<file path="src/rtl/bram_port_arbiter_pkg.sv">
// ============================================================================
//  Module : bram_port_arbiter_pkg
//  Shared constants, requester ids and helpers for the BRAM port arbiter.
//  Rev    : 1.0  initial release
// ============================================================================
`default_nettype none

package bram_port_arbiter_pkg;

  localparam int BRAM_DATA_WIDTH    = 32;
  localparam int DEFAULT_NREQ       = 4;
  localparam int DEFAULT_ADDR_WIDTH = 12;

  // Fixed requester slots on the shared BRAM port
  typedef enum logic [2:0] {
    ARB_CPU = 3'd0,
    ARB_DMA = 3'd1,
    ARB_ETH = 3'd2
  } arbRequester_e;

  function automatic int wrapInc(input int value, input int modulus);
    return (value + 1 >= modulus) ? 0 : value + 1;
  endfunction

endpackage

`default_nettype wire

</file>
<file path="src/rtl/bram_port_arbiter_rr_pick.sv">
// ============================================================================
//  Module : rr_pick
//  Combinational round-robin picker: first eligible bit at or after ptr.
//  Rev    : 1.0  initial release
// ============================================================================
`default_nettype none

module rr_pick
  import bram_port_arbiter_pkg::*;
#(
  parameter int N     = DEFAULT_NREQ,
  parameter int PTR_W = (N > 1) ? $clog2(N) : 1
) (
  input  logic [N-1:0]     eligible,
  input  logic [PTR_W-1:0] ptr,
  output logic             any,
  output logic [PTR_W-1:0] winner,
  output logic [N-1:0]     oneHot
);

  logic [PTR_W-1:0] w_cand [N];

  // w_cand[k] is the requester index k positions after ptr, modulo N
  for (genvar k = 0; k < N; k++) begin : g_cand
    assign w_cand[k] = PTR_W'((int'(ptr) + k) % N);
  end

  // Scan from the far end so the candidate closest to ptr wins last
  always_comb begin
    any    = 1'b0;
    winner = '0;
    oneHot = '0;
    for (int k = N - 1; k >= 0; k--) begin
      if (eligible[w_cand[k]]) begin
        any    = 1'b1;
        winner = w_cand[k];
      end
    end
    oneHot[winner] = any;
  end

endmodule

`default_nettype wire

</file>
<file path="src/rtl/bram_port_arbiter.sv">
// ============================================================================
//  Module : bram_port_arbiter
//  Round-robin sharing of one BRAM port between NREQ word-access masters.
//  Rev    : 1.0  initial release
// ============================================================================
`default_nettype none

module bram_port_arbiter
  import bram_port_arbiter_pkg::*;
#(
  parameter int NREQ       = DEFAULT_NREQ,
  parameter int ADDR_WIDTH = DEFAULT_ADDR_WIDTH
) (
  input  logic                              Clock,
  input  logic                              ResetN,
  input  logic [NREQ-1:0]                   Req,
  input  logic [NREQ-1:0]                   Write,
  input  logic [NREQ*ADDR_WIDTH-1:0]        Addr,
  input  logic [NREQ*BRAM_DATA_WIDTH-1:0]   WData,
  output logic [NREQ-1:0]                   Ack,
  output logic [BRAM_DATA_WIDTH-1:0]        RData,
  output logic [BRAM_DATA_WIDTH-1:0]        BramAddress,
  output logic [BRAM_DATA_WIDTH-1:0]        BramDataIn,
  input  logic [BRAM_DATA_WIDTH-1:0]        BramDataOut,
  output logic                              BramClockEn,
  output logic                              BramWrite,
  output logic                              BramReset
);

  localparam int PTR_W = $clog2(NREQ);

  logic [ADDR_WIDTH-1:0]      w_addr  [NREQ];
  logic [BRAM_DATA_WIDTH-1:0] w_wdata [NREQ];

  for (genvar i = 0; i < NREQ; i++) begin : g_unpack
    assign w_addr[i]  = Addr[i*ADDR_WIDTH +: ADDR_WIDTH];
    assign w_wdata[i] = WData[i*BRAM_DATA_WIDTH +: BRAM_DATA_WIDTH];
  end

  logic [PTR_W-1:0]           r_ptr;
  logic [NREQ-1:0]            r_inflight;
  logic                       r_valid;
  logic [NREQ-1:0]            r_ack;
  logic                       r_bramClockEn;
  logic                       r_bramWrite;
  logic [BRAM_DATA_WIDTH-1:0] r_bramAddress;
  logic [BRAM_DATA_WIDTH-1:0] r_bramDataIn;

  logic [NREQ-1:0]  w_eligible;
  logic             w_any;
  logic [PTR_W-1:0] w_winner;
  logic [NREQ-1:0]  w_oneHot;
  logic [PTR_W-1:0] w_nextPtr;

  // A requester whose access is in the BRAM this cycle still holds Req;
  // masking it keeps the same request from being issued twice.
  assign w_eligible = Req & ~r_inflight;
  assign w_nextPtr  = PTR_W'(wrapInc(int'(w_winner), NREQ));

  rr_pick #(
    .N     (NREQ),
    .PTR_W (PTR_W)
  ) u_pick (
    .eligible (w_eligible),
    .ptr      (r_ptr),
    .any      (w_any),
    .winner   (w_winner),
    .oneHot   (w_oneHot)
  );

  always_ff @(posedge Clock or negedge ResetN) begin
    if (!ResetN) begin
      r_ptr         <= '0;
      r_inflight    <= '0;
      r_valid       <= 1'b0;
      r_ack         <= '0;
      r_bramClockEn <= 1'b0;
      r_bramWrite   <= 1'b0;
      r_bramAddress <= '0;
      r_bramDataIn  <= '0;
    end else begin
      r_ack         <= r_valid ? r_inflight : '0;
      r_valid       <= w_any;
      r_inflight    <= w_oneHot;
      r_bramClockEn <= w_any;
      if (w_any) begin
        r_bramWrite   <= Write[w_winner];
        r_bramAddress <= BRAM_DATA_WIDTH'(w_addr[w_winner]);
        r_bramDataIn  <= w_wdata[w_winner];
        r_ptr         <= w_nextPtr;
      end else begin
        r_bramWrite   <= 1'b0;
      end
    end
  end

  // BRAM DataOut is unregistered, so read data rides alongside the Ack
  assign RData       = BramDataOut;
  assign Ack         = r_ack;
  assign BramClockEn = r_bramClockEn;
  assign BramWrite   = r_bramWrite;
  assign BramAddress = r_bramAddress;
  assign BramDataIn  = r_bramDataIn;
  assign BramReset   = 1'b0;

endmodule

`default_nettype wire
</file>
<file path="config.mk">
export PLATFORM = sky130hd
export DESIGN_NAME = bram_port_arbiter
export DESIGN_NICKNAME = d
export VERILOG_FILES = /design/src/rtl/bram_port_arbiter_pkg.sv /design/src/rtl/bram_port_arbiter_rr_pick.sv /design/src/rtl/bram_port_arbiter.sv
export SDC_FILE = /design/constraint.sdc
export NUM_CORES = 1
export LEC_CHECK = 0
export CELL_PAD_IN_SITES_DETAIL_PLACEMENT = 1
export CELL_PAD_IN_SITES_GLOBAL_PLACEMENT = 2
export CORE_AREA = 2 2 170 138
export CTS_CLUSTER_DIAMETER = 60
export DETAILED_ROUTE_END_ITERATION = 10
export DIE_AREA = 0 0 172 140
export PLACE_DENSITY_LB_ADDON = 0.15
export RECOVER_POWER = 50
export SYNTH_ARGS = -nofsm -noshare
export SYNTH_HDL_FRONTEND = slang
export SYNTH_SLANG_ARGS = --single-unit
</file>
<file path="constraint.sdc">
create_clock -name Clock -period 2.6 [get_ports Clock]
set_input_delay 0.52 -clock Clock [delete_from_list [all_inputs] [get_ports Clock]]
set_output_delay 0.52 -clock Clock [all_outputs]
set_load 0.1 [all_outputs]
</file>
# Yosys cells after proc, flatten, opt, wreduce, memory -nomap -nowiden

Cells that the tools add are included.

Order comparisons: 8
Mux-type cells: 29
Reduce and logical (&&, ||, !) cells: 1
Bitwise operators: 4
Add/sub/neg operators: 4

Operators by type and width:

| operator            | number |
|---|---|
| $bmux 32 s2         | 1 |
| $mux 32             | 2 |
| $bmux 12 s2         | 1 |
| $mux 12             | 2 |
| $lt 2x3->1 const B  | 5 |
| $mux 1              | 11 |
| $bmux 1 s2          | 5 |
| $mux 2              | 5 |
| $and 4x4->4         | 2 |
| $ge 3x3->1 const B  | 2 |
| $add 2x2->2 const B | 2 |
| $mux 4              | 1 |
| $not 4->4           | 1 |
| $add 2x1->3 const B | 1 |
| $not 2->3           | 1 |
| $add 2x1->2 const B | 1 |
| $demux 1 s2         | 1 |
| $ge 2x1->1 const B  | 1 |
| $logic_and 1x1->1   | 1 |

Logic and storage cells: 53
Output and inout bits: 103
Register bits: 56

# Depth between registers and ports, before layout

Gate-level depths: netlist of run 1.

Word-level depth: 13
Mapped depth: 7
Gate-level depth less buffers: 6

# Hierarchy

A second synthesis of run 1 with hierarchy kept.

Cells, all modules: 355
Area, all modules: 3813.7 um^2

By module, submodules not included:

| module            | instances | cells each | area an instance (um^2) |
|---|---|---|---|
| bram_port_arbiter | 1         | 326        | 3631.0 |
| rr_pick           | 1         | 29         | 182.7 |

# Worst setup path after synthesis of run 1

OpenSTA, ideal clock, no wires.

Path type: input port to flip-flop
Start point: input Req[0]
End point: register r_ptr[1]
Slack: 445 ps
Buffers on the path: 1
Required time: 2475 ps
Setup time: 125 ps
Arrival: 2030 ps
Stages on the path: 7
Cells stage by stage: or4b_1 -> o31a_1 -> o311ai_2 -> buf_4 -> inv_2 -> ha_1 -> mux2_2

Longest elaborated chain between the ends: 10
Elaborated cells between the ends (all ways): 20
Classes of those cells: 1 x add/sub; 1 x order compare; 17 x mux; 1 x bitwise

Ends and longest elaborated chain:

| element                      | RTL line                        | source |
|---|---|---|
| start: declaration           | bram_port_arbiter.sv:16         | `input logic [NREQ-1:0] Req,` |
| $and 4x4->4 (*)              | bram_port_arbiter.sv:57         | `assign w_eligible = Req & ~r_inflight;` |
| $bmux 1 s2                   | bram_port_arbiter_rr_pick.sv:34 | `if (eligible[w_cand[k]]) begin` |
| $mux 1 (not written as such) | bram_port_arbiter_rr_pick.sv:34 |  |
| $mux 2 (3 in a row)          | bram_port_arbiter_rr_pick.sv:34 |  |
| $mux 2 (*)                   | bram_port_arbiter_rr_pick.sv:34 |  |
| $add 2x1->3 (*)              | bram_port_arbiter_pkg.sv:22     | `return (value + 1 >= modulus) ? 0 : value + 1;` |
| $ge 3x3->1                   | bram_port_arbiter_pkg.sv:22     |  |
| $mux 2 (*)                   | bram_port_arbiter_pkg.sv:22     |  |
| net w_nextPtr[1]             | bram_port_arbiter.sv:53         | `logic [PTR_W-1:0] w_nextPtr;` |
| end signal: assignment       | bram_port_arbiter.sv:90         | `r_ptr <= w_nextPtr;` |
| end: declaration             | bram_port_arbiter.sv:40         | `logic [PTR_W-1:0] r_ptr;` |

The timed path passes the listed nets; every way through them passes the cells marked *. The select of a mux whose other input is x is not followed.
A chain may end at the register's enable or synchronous reset.

# Final worst setup path of run 1

Same ends and word-level chain as after synthesis.

==> impl_metrics.sql, run 1 <==
INSERT INTO impl_metrics (metric_group, metric, value, unit) VALUES
('power_and_ir_drop', 'power.share.sequential', '17.3', '%'),
('placement', 'placer_s_final_routability_congestion_estimate', '0.692', ''),
('outcome', 'run_status', 'finished, violations left', ''),
('power_and_ir_drop', 'p_leak', '2.71', 'nW'),
('sta', 'timing.setup.tns', '0', 'ps'),
('layout', 'num-nets-final', '772', ''),
('worst_setup_path', 'crit_arrival', '2680', 'ps'),
('power_and_ir_drop', 'p_switching', '5.24', 'mW'),
('global_route', 'first_global_vias', '3904', ''),
('hold_path', 'worstHoldEndpoint', 'Ack[3]', ''),
('layout', 'syn_to_final_growth', '65.1', '%'),
('synth', 'yosys_most_used_dff', 'sky130_fd_sc_hd__dfrtp_1', ''),
('drt', 'post_drt_wl_per_cell', '17.4', 'um'),
('layout', 'multi_input_comb_area', '1800', 'sq um'),
('layout', 'final_layout_size_suffix_gt1_share', '13.8', '%'),
('synth', 'syn-cell-area', '3750', 'sq um'),
('power_and_ir_drop', 'comb_power_share', '72.8', '%'),
('layout', 'finish.utilization', '27.8', '%'),
('layout', 'final_cell_area', '6200', 'sq um'),
('power_and_ir_drop', 'p_clk_share', '9.9', '%'),
('drt', 'drt-total-wl', '14900', 'um'),
('floorplanning', 'floorplan.die_area', '24100', 'sq um'),
('sta', 'fin_worst_skew', '3.97', 'ps'),
('drt', 'drtIter0Drc', '72', ''),
('power_and_ir_drop', 'irDropWorstVdd', '0.435', 'mV'),
('layout', 'mostFrequentLayoutCell', 'sky130_fd_sc_hd__clkdlybuf4s50_1', ''),
('cts', 'clock_sinks', '56', ''),
('floorplanning', 'floorplan.initialDensity', '16.8', '%'),
('cts', 'root_buffer', 'sky130_fd_sc_hd__clkbuf_16', ''),
('global_route', 'grt_max_degree', '45', ''),
('synth', 'post_synth_main_area_contributors', 'sky130_fd_sc_hd__dfrtp_1 37%, sky130_fd_sc_hd__mux2i_1 24%, sky130_fd_sc_hd__buf_4 11%', ''),
('hold_path', 'worst_hold_path.num_cells', '1', ''),
('run', 'timing.max_cap.violations', '1', ''),
('cts', 'clock_tree_from_tritoncts', 'done', ''),
('synth', 'post_synth_inst_count', '348', ''),
('sta', 'fin_crit', '2490', 'ps'),
('synth', 'synth.ff_latch_count', '56', ''),
('power_and_ir_drop', 'total_power', '8.99', 'mW'),
('sta', 'grt_setup_unrepaired', 'no', ''),
('drt', 'vias_per_cell', '4.04', ''),
('sta', 'final_count_of_pins_violating_max_slew', '26', ''),
('placement', 'placed_area', '6000', 'sq um'),
('floorplanning', 'top_level_ports', '321', ''),
('global_route', 'grt_pass1_wl', '21800', 'um'),
('worst_setup_path', 'worstSetupPathType', 'in2reg', ''),
('layout', 'layout.cells.most_common_list', '184 x sky130_fd_sc_hd__clkdlybuf4s50_1, 90 x sky130_fd_sc_hd__mux2i_1, 56 x sky130_fd_sc_hd__dfrtp_1, 56 x sky130_fd_sc_hd__buf_4, 45 x sky130_fd_sc_hd__nand2_1', ''),
('power_and_ir_drop', 'switching_share', '58.3', '%'),
('drt', 'postRouteAntennaNets', '0', ''),
('outcome', 'violations_in_the_final_reports', 'max-capacitance violations, max-slew violations', ''),
('floorplanning', 'dieHeight', '140', 'um'),
('sta', 'finalHoldViolations', '0', ''),
('global_route', 'gr-usage-met3', '4.15', '%'),
('synth', 'synthDominantAreaCellType', 'sky130_fd_sc_hd__dfrtp_1', ''),
('cts', 'cts_inserted_buffers', '5', ''),
('drt', 'total_number_of_vias', '3464', ''),
('synth', 'synth.avg_cell_area', '10.8', 'sq um'),
('worst_setup_path', 'timing.reg2reg.setup_slack', '350', 'ps'),
('sta', 'final.hold.worst_slack', '490', 'ps'),
('drt', 'remaining_drc_errors', '0', ''),
('global_route', 'grt_overflow', '0', ''),
('sta', 'max_clock_freq', '402', 'MHz'),
('global_route', 'groute.layer.met1.usage', '14.6', '%'),
('cts', 'cts-hold-fix-buffers', '0', ''),
('global_route', 'gr-usage-all-layers', '11.8', '%'),
('worst_setup_path', 'cp-end-kind', 'flop', ''),
('layout', 'filler_cell_count', '2568', ''),
('cts', 'insertion_delay', '300', 'ps'),
('worst_setup_path', 'timing.critical_path.required', '2790', 'ps'),
('power_and_ir_drop', 'intPower', '3.75', 'mW'),
('drt', 'drt_first_pass_iters', '4', ''),
('power_and_ir_drop', 'power_per_cell_area', '1450', 'nW/um^2');
[power groups by stage]
stage / Clock, mW / Sequential (mW) / Combinational (mW)
3_5_place_dp: 0 / 1.57 / 6.61
3_3_place_gp: 0 / 1.56 / 6.54
2_1_floorplan: 0 / 4.32 / 2.54
6_report: 0.893 / 1.55 / 6.54
4_1_cts: 0.954 / 1.56 / 6.60
5_1_grt: 0.973 / 1.62 / 6.91
[sequential cells by signal (all words and copies together) (netlist names)]
| name | flops |
|---|---|
| Ack | 4 |
| BramAddress | 12 |
| BramWrite | 1 |
| r_inflight | 4 |
| BramDataIn | 32 |
| BramClockEn | 1 |
| r_ptr | 2 |
[per-layer routing]
metal	part of all wire, %	vias to the layer above	wire (um)
li1	-	1597	-
met1	44	1683	6580
met2	46	174	6860
met3	9.0	10	1340
met4	0.73	0	108
met5	0	-	0
[cells by family after synthesis]
family                     after synthesis  synth area share (%)
other                                    1                0.0999
and+or+nand+nor                         65                  7.83
DFF                                     56                  37.3
AOI/OAI and AO/OA                       50                  11.6
buffers and inverters                   81                  17.5
muxes                                   91                  24.3
adders and majority gates                4                  1.33
[worst max-delay path by stage]
stage | endpoint | slack, ps | cells past startpoint | startpoint
finish | r_ptr[1] | 110 | 8 | Req[0]
global route | r_ptr[1] | 20 | 8 | Req[0]
CTS | BramAddress[2] | 130 | 7 | Req[0]
detailed placement | BramAddress[2] | -200 | 7 | Req[0]
global placement | r_ptr[1] | -70 | 8 | Req[0]
floorplan | r_ptr[1] | 450 | 7 | Req[0]
[through the flow]
stage	cells	setup slack [ps]
floorplan	368	445
global placement	847	-67.4
detailed placement	847	-196
CTS	854	130
global route	856	15.6
finish	857	111
[layout make-up]
class	instances	share of cell area, %
Timing Repair Buffer	252	38.9
Multi-Input combinational cell	231	29.1
Sequential cell	56	22.6
Tap cell	306	6.18
Clock buffer	5	2.02
Clock inverter	2	0.969
Inverter	4	0.242
Antenna cell	1	0.0404
[worst max-delay path, cell delays in order]
cell	delay [ps]
sky130_fd_sc_hd__clkdlybuf4s50_1	510
sky130_fd_sc_hd__or4b_1	480
sky130_fd_sc_hd__o31a_1	150
sky130_fd_sc_hd__o311ai_4	210
sky130_fd_sc_hd__buf_4	230
sky130_fd_sc_hd__inv_2	40
sky130_fd_sc_hd__ha_1	270
sky130_fd_sc_hd__mux2_2	260
[cells in the mapped netlist (all sizes together), types with 2 or more instances]
cell / n
dfrtp: 56
inv: 4
o221ai: 45
mux2i: 90
buf: 69
ha: 4
o21ai: 2
nand2: 46
nand2b: 4
clkbuf: 8
nor2: 2
and2: 8
[what timing repair did]
action,CTS,global route
endpoints found under the setup margin,0,1
gates resized for setup,0,1
hold endpoints to repair,0,0
No activity file was read; power rests on OpenSTA's default activity.
==> run 2: changes to the inputs <==
--- a/config.mk
+++ b/config.mk
@@ -8,6 +8,7 @@
 export CELL_PAD_IN_SITES_DETAIL_PLACEMENT = 1
 export CELL_PAD_IN_SITES_GLOBAL_PLACEMENT = 2
 export CORE_AREA = 2 2 170 138
+export CTS_BUF_LIST = sky130_fd_sc_hd__clkbuf_8
 export CTS_CLUSTER_DIAMETER = 60
 export DETAILED_ROUTE_END_ITERATION = 10
 export DIE_AREA = 0 0 172 140
==> constraint.sdc (replaced) <==
create_clock -name Clock -period 2.6 [get_ports Clock]
set_input_delay 0.26 -clock Clock [delete_from_list [all_inputs] [get_ports Clock]]
set_output_delay 0.26 -clock Clock [all_outputs]
set_load 0.1 [all_outputs]
==> run 2 against run 1 <==
  * The run still ends with max-capacitance violations, max-slew violations left
  * First-iteration DRC count unchanged
  * Critical endpoint is now BramAddress[2]
  * Clock skew increased by 5.9 ps
  * Non-clock buffer count fell by 4
  * Power shrank 7.4%
  * Clock power is 42% lower
  * Highest routed layer unchanged
  * Sequential power is essentially flat
  * Final area shrank 3.6%
  * Critical path depth decreased by 2
  * Cell count is 0.47% lower
  * Global-route usage about the same
==> impl_metrics.sql, run 2 (same netlist as run 1, synthesis figures left out) <==
INSERT INTO impl_metrics (metric_group, metric, value, unit) VALUES
('outcome', 'run_status', 'finished, violations left', ''),
('outcome', 'violations_in_the_final_reports', 'max-capacitance violations, max-slew violations', ''),
('sta', 'slew-limit-headroom', '-22.1', '%'),
('run', 'timing.max_cap.violations', '1', ''),
('power_and_ir_drop', 'switching_share', '62.0', '%'),
('worst_setup_path', 'worstSetupPathType', 'reg2reg', ''),
('global_route', 'first_global_vias', '3824', ''),
('power_and_ir_drop', 'p_clk_share', '6.3', '%'),
('sta', 'final_count_of_pins_violating_max_slew', '26', ''),
('worst_setup_path', 'slowest_stage', 'sky130_fd_sc_hd__or4b_1', ''),
('global_route', 'grt_max_degree', '41', ''),
('drt', 'post_drt_wl_per_cell', '17.1', 'um'),
('worst_setup_path', 'worst-path-max-fanout', '40', ''),
('sta', 'fin_worst_skew', '9.83', 'ps'),
('layout', 'mostFrequentLayoutCell', 'sky130_fd_sc_hd__clkdlybuf4s50_1', ''),
('placement', 'port_buffers', '235', ''),
('global_route', 'grt_overflow', '0', ''),
('global_route', 'met2_usage', '19.7', '%'),
('cts', 'cts.htree.levels', '2', ''),
('layout', 'syn_to_final_growth', '59.1', '%'),
('floorplanning', 'top_level_ports', '321', ''),
('global_route', 'groute.layer.met1.usage', '14.3', '%'),
('cts', 'post_cts.resized_instances', '0', ''),
('drt', 'drt_first_pass_iters', '4', ''),
('sta', 'worst-slew-pin-transition', '1830', 'ps'),
('global_route', 'grt_pass1_wl', '22000', 'um'),
('sta', 'post-route-period-util', '87.2', '%'),
('placement', 'dpl.hpwl', '11100', 'um'),
('layout', 'num-nets-final', '768', ''),
('power_and_ir_drop', 'p_switching', '5.16', 'mW'),
('worst_setup_path', 'cp.buffers_inverters', '1', ''),
('cts', 'clk_pin_slew_worst_paths', '120', 'ps'),
('layout', 'layout.cells.most_common_list', '184 x sky130_fd_sc_hd__clkdlybuf4s50_1, 90 x sky130_fd_sc_hd__mux2i_1, 56 x sky130_fd_sc_hd__dfrtp_1, 45 x sky130_fd_sc_hd__nand2_1, 44 x sky130_fd_sc_hd__o221ai_1', ''),
('cts', 'cts.path.max_buffers', '2', ''),
('drt', 'drtIter0Drc', '72', ''),
('worst_setup_path', 'path_cells', 'or4b_1, o31a_1, o311ai_4, buf_12, mux2i_1, o221ai_1', ''),
('worst_setup_path', 'worst_path_dominant_cell_family', 'simple AND/OR/NAND/NOR gates', ''),
('cts', 'insertion_delay', '330', 'ps'),
('placement', 'placer_s_final_routability_congestion_estimate', '0.708', ''),
('sta', 'final.hold.worst_slack', '491', 'ps'),
('drt', 'postRouteAntennaNets', '0', ''),
('sta', 'timing.setup.tns', '0', 'ps'),
('global_route', 'most_used_routing_layer', 'met2', ''),
('worst_setup_path', 'crit_arrival', '2470', 'ps'),
('floorplanning', 'die_width', '172', 'um'),
('cts', 'root_buffer', 'sky130_fd_sc_hd__clkbuf_8', ''),
('floorplanning', 'floorplan.die_area', '24100', 'sq um'),
('drt', 'drt-total-wl', '14600', 'um'),
('floorplanning', 'dieHeight', '140', 'um'),
('cts', 'clock_sinks', '56', ''),
('cts', 'clock_tree_from_tritoncts', 'done', ''),
('layout', 'largest_register_ff_count', '32', ''),
('sta', 'grt_setup_unrepaired', 'no', ''),
('sta', 'setup_violations', '0', ''),
('floorplanning', 'core-area', '22300', 'sq um'),
('worst_setup_path', 'critPathMaxStageDelay', '570', 'ps'),
('hold_path', 'hold_class', 'reg2reg', ''),
('power_and_ir_drop', 'irDropWorstVdd', '0.535', 'mV'),
('power_and_ir_drop', 'power_per_cell_area', '1390', 'nW/um^2'),
('drt', 'total_number_of_vias', '3437', ''),
('floorplanning', 'rows', '49', ''),
('worst_setup_path', 'setup.worst_path.start_class', 'flop', ''),
('layout', 'filler_cell_count', '2557', ''),
('sta', 'fin_crit', '2270', 'ps'),
('floorplanning', 'floorplan.initialDensity', '16.8', '%'),
('sta', 'finalHoldViolations', '0', ''),
('global_route', 'gr-usage-met3', '4.92', '%'),
('power_and_ir_drop', 'p_leak', '2.57', 'nW'),
('power_and_ir_drop', 'comb_power_share', '75.2', '%'),
('drt', 'vias_per_cell', '4.03', ''),
('worst_setup_path', 'cp-end-kind', 'flop', ''),
('sta', 'max_clock_freq', '441', 'MHz'),
('global_route', 'gr-usage-all-layers', '11.8', '%'),
('power_and_ir_drop', 'intPower', '3.16', 'mW'),
('drt', 'remaining_drc_errors', '0', ''),
('global_route', 'grt_antenna_before_repair', '1', ''),
('power_and_ir_drop', 'power.share.sequential', '18.6', '%'),
('layout', 'final_layout_size_suffix_gt1_share', '9.71', '%'),
('cts', 'cts_inserted_buffers', '5', ''),
('worst_setup_path', 'timing.critical_path.required', '2800', 'ps');
## run 2: cell types whose count changed in the layout (fill, tap and decap cells not counted), moves of 2 or more
| cell | before | now |
|---|---|---|
| sky130_fd_sc_hd__buf_4 | 56 | 36 |
| sky130_fd_sc_hd__buf_6 | 2 | 0 |
| sky130_fd_sc_hd__bufinv_16 | 2 | 0 |
| sky130_fd_sc_hd__clkbuf_1 | 5 | 23 |
| sky130_fd_sc_hd__clkbuf_16 | 6 | 0 |
| sky130_fd_sc_hd__clkbuf_8 | 0 | 5 |
## run 2: what timing repair did
item | CTS | global route
endpoints found under the hold margin | 19 | 0
buffers inserted | 0 | 0
endpoints found under the setup margin | 0 | 0
hold buffers | 1 | 0
## run 2: layout make-up
type                       count  area, sq um  area share, %
clock inverter                 2         12.5          0.210
timing repair buffer         248         2290           38.3
sequential                    56         1400           23.5
antenna                        1         2.50         0.0419
tap                          306          383           6.41
clock buffer                   5         68.8           1.15
multi-input combinational    231         1800           30.1
inverter                       4         15.0          0.251
## run 2: per-stage QoR
step | instances | setup slack [ps] | power (mW) | utilization (%) | area, sq um
after global routing | 852 | 234 | 8.78 | 26.7 | 5970
after floorplan | 368 | 481 | 6.86 | - | 3830
after detailed placement | 844 | 73.5 | 8.05 | 26.7 | 5960
after global placement | 844 | 168 | 7.99 | 26.7 | 5960
after CTS | 852 | 351 | 8.61 | 27.1 | 6050
final | 853 | 332 | 8.32 | 26.8 | 5970
## run 2: final timing paths
| path | slack [ps] | end | depth (start not counted) | start |
|---|---|---|---|---|
| setup / recovery | 330 | BramAddress[2] | 6 | r_ptr[0] |
| hold / removal | 490 | Ack[2] | 1 | r_inflight[2] |
| setup reg to reg | 330 | BramAddress[2] | 6 | r_ptr[0] |
| hold reg to reg | 490 | Ack[2] | 1 | r_inflight[2] |
| max in group asynchronous | 580 | BramAddress[6] | 2 | ResetN |
| min in group asynchronous | 950 | BramDataIn[11] | 2 | ResetN |
## run 2: metal layers
| metal | share of wire [%] | vias to the layer above |
|---|---|---|
| met3 | 11 | 11 |
| met4 | 0.82 | 0 |
| met5 | 0 | - |
| li1 | - | 1585 |
| met2 | 47 | 176 |
| met1 | 41 | 1665 |
## run 2: power by group through the flow
| stage | Sequential (mW) | Combinational, mW | Clock (mW) |
|---|---|---|---|
| CTS | 1.55 | 6.49 | 0.574 |
| detailed placement | 1.57 | 6.49 | 0 |
| global route | 1.61 | 6.57 | 0.596 |
| finish | 1.54 | 6.26 | 0.520 |
| floorplan | 4.32 | 2.54 | 0 |
| global placement | 1.55 | 6.44 | 0 |
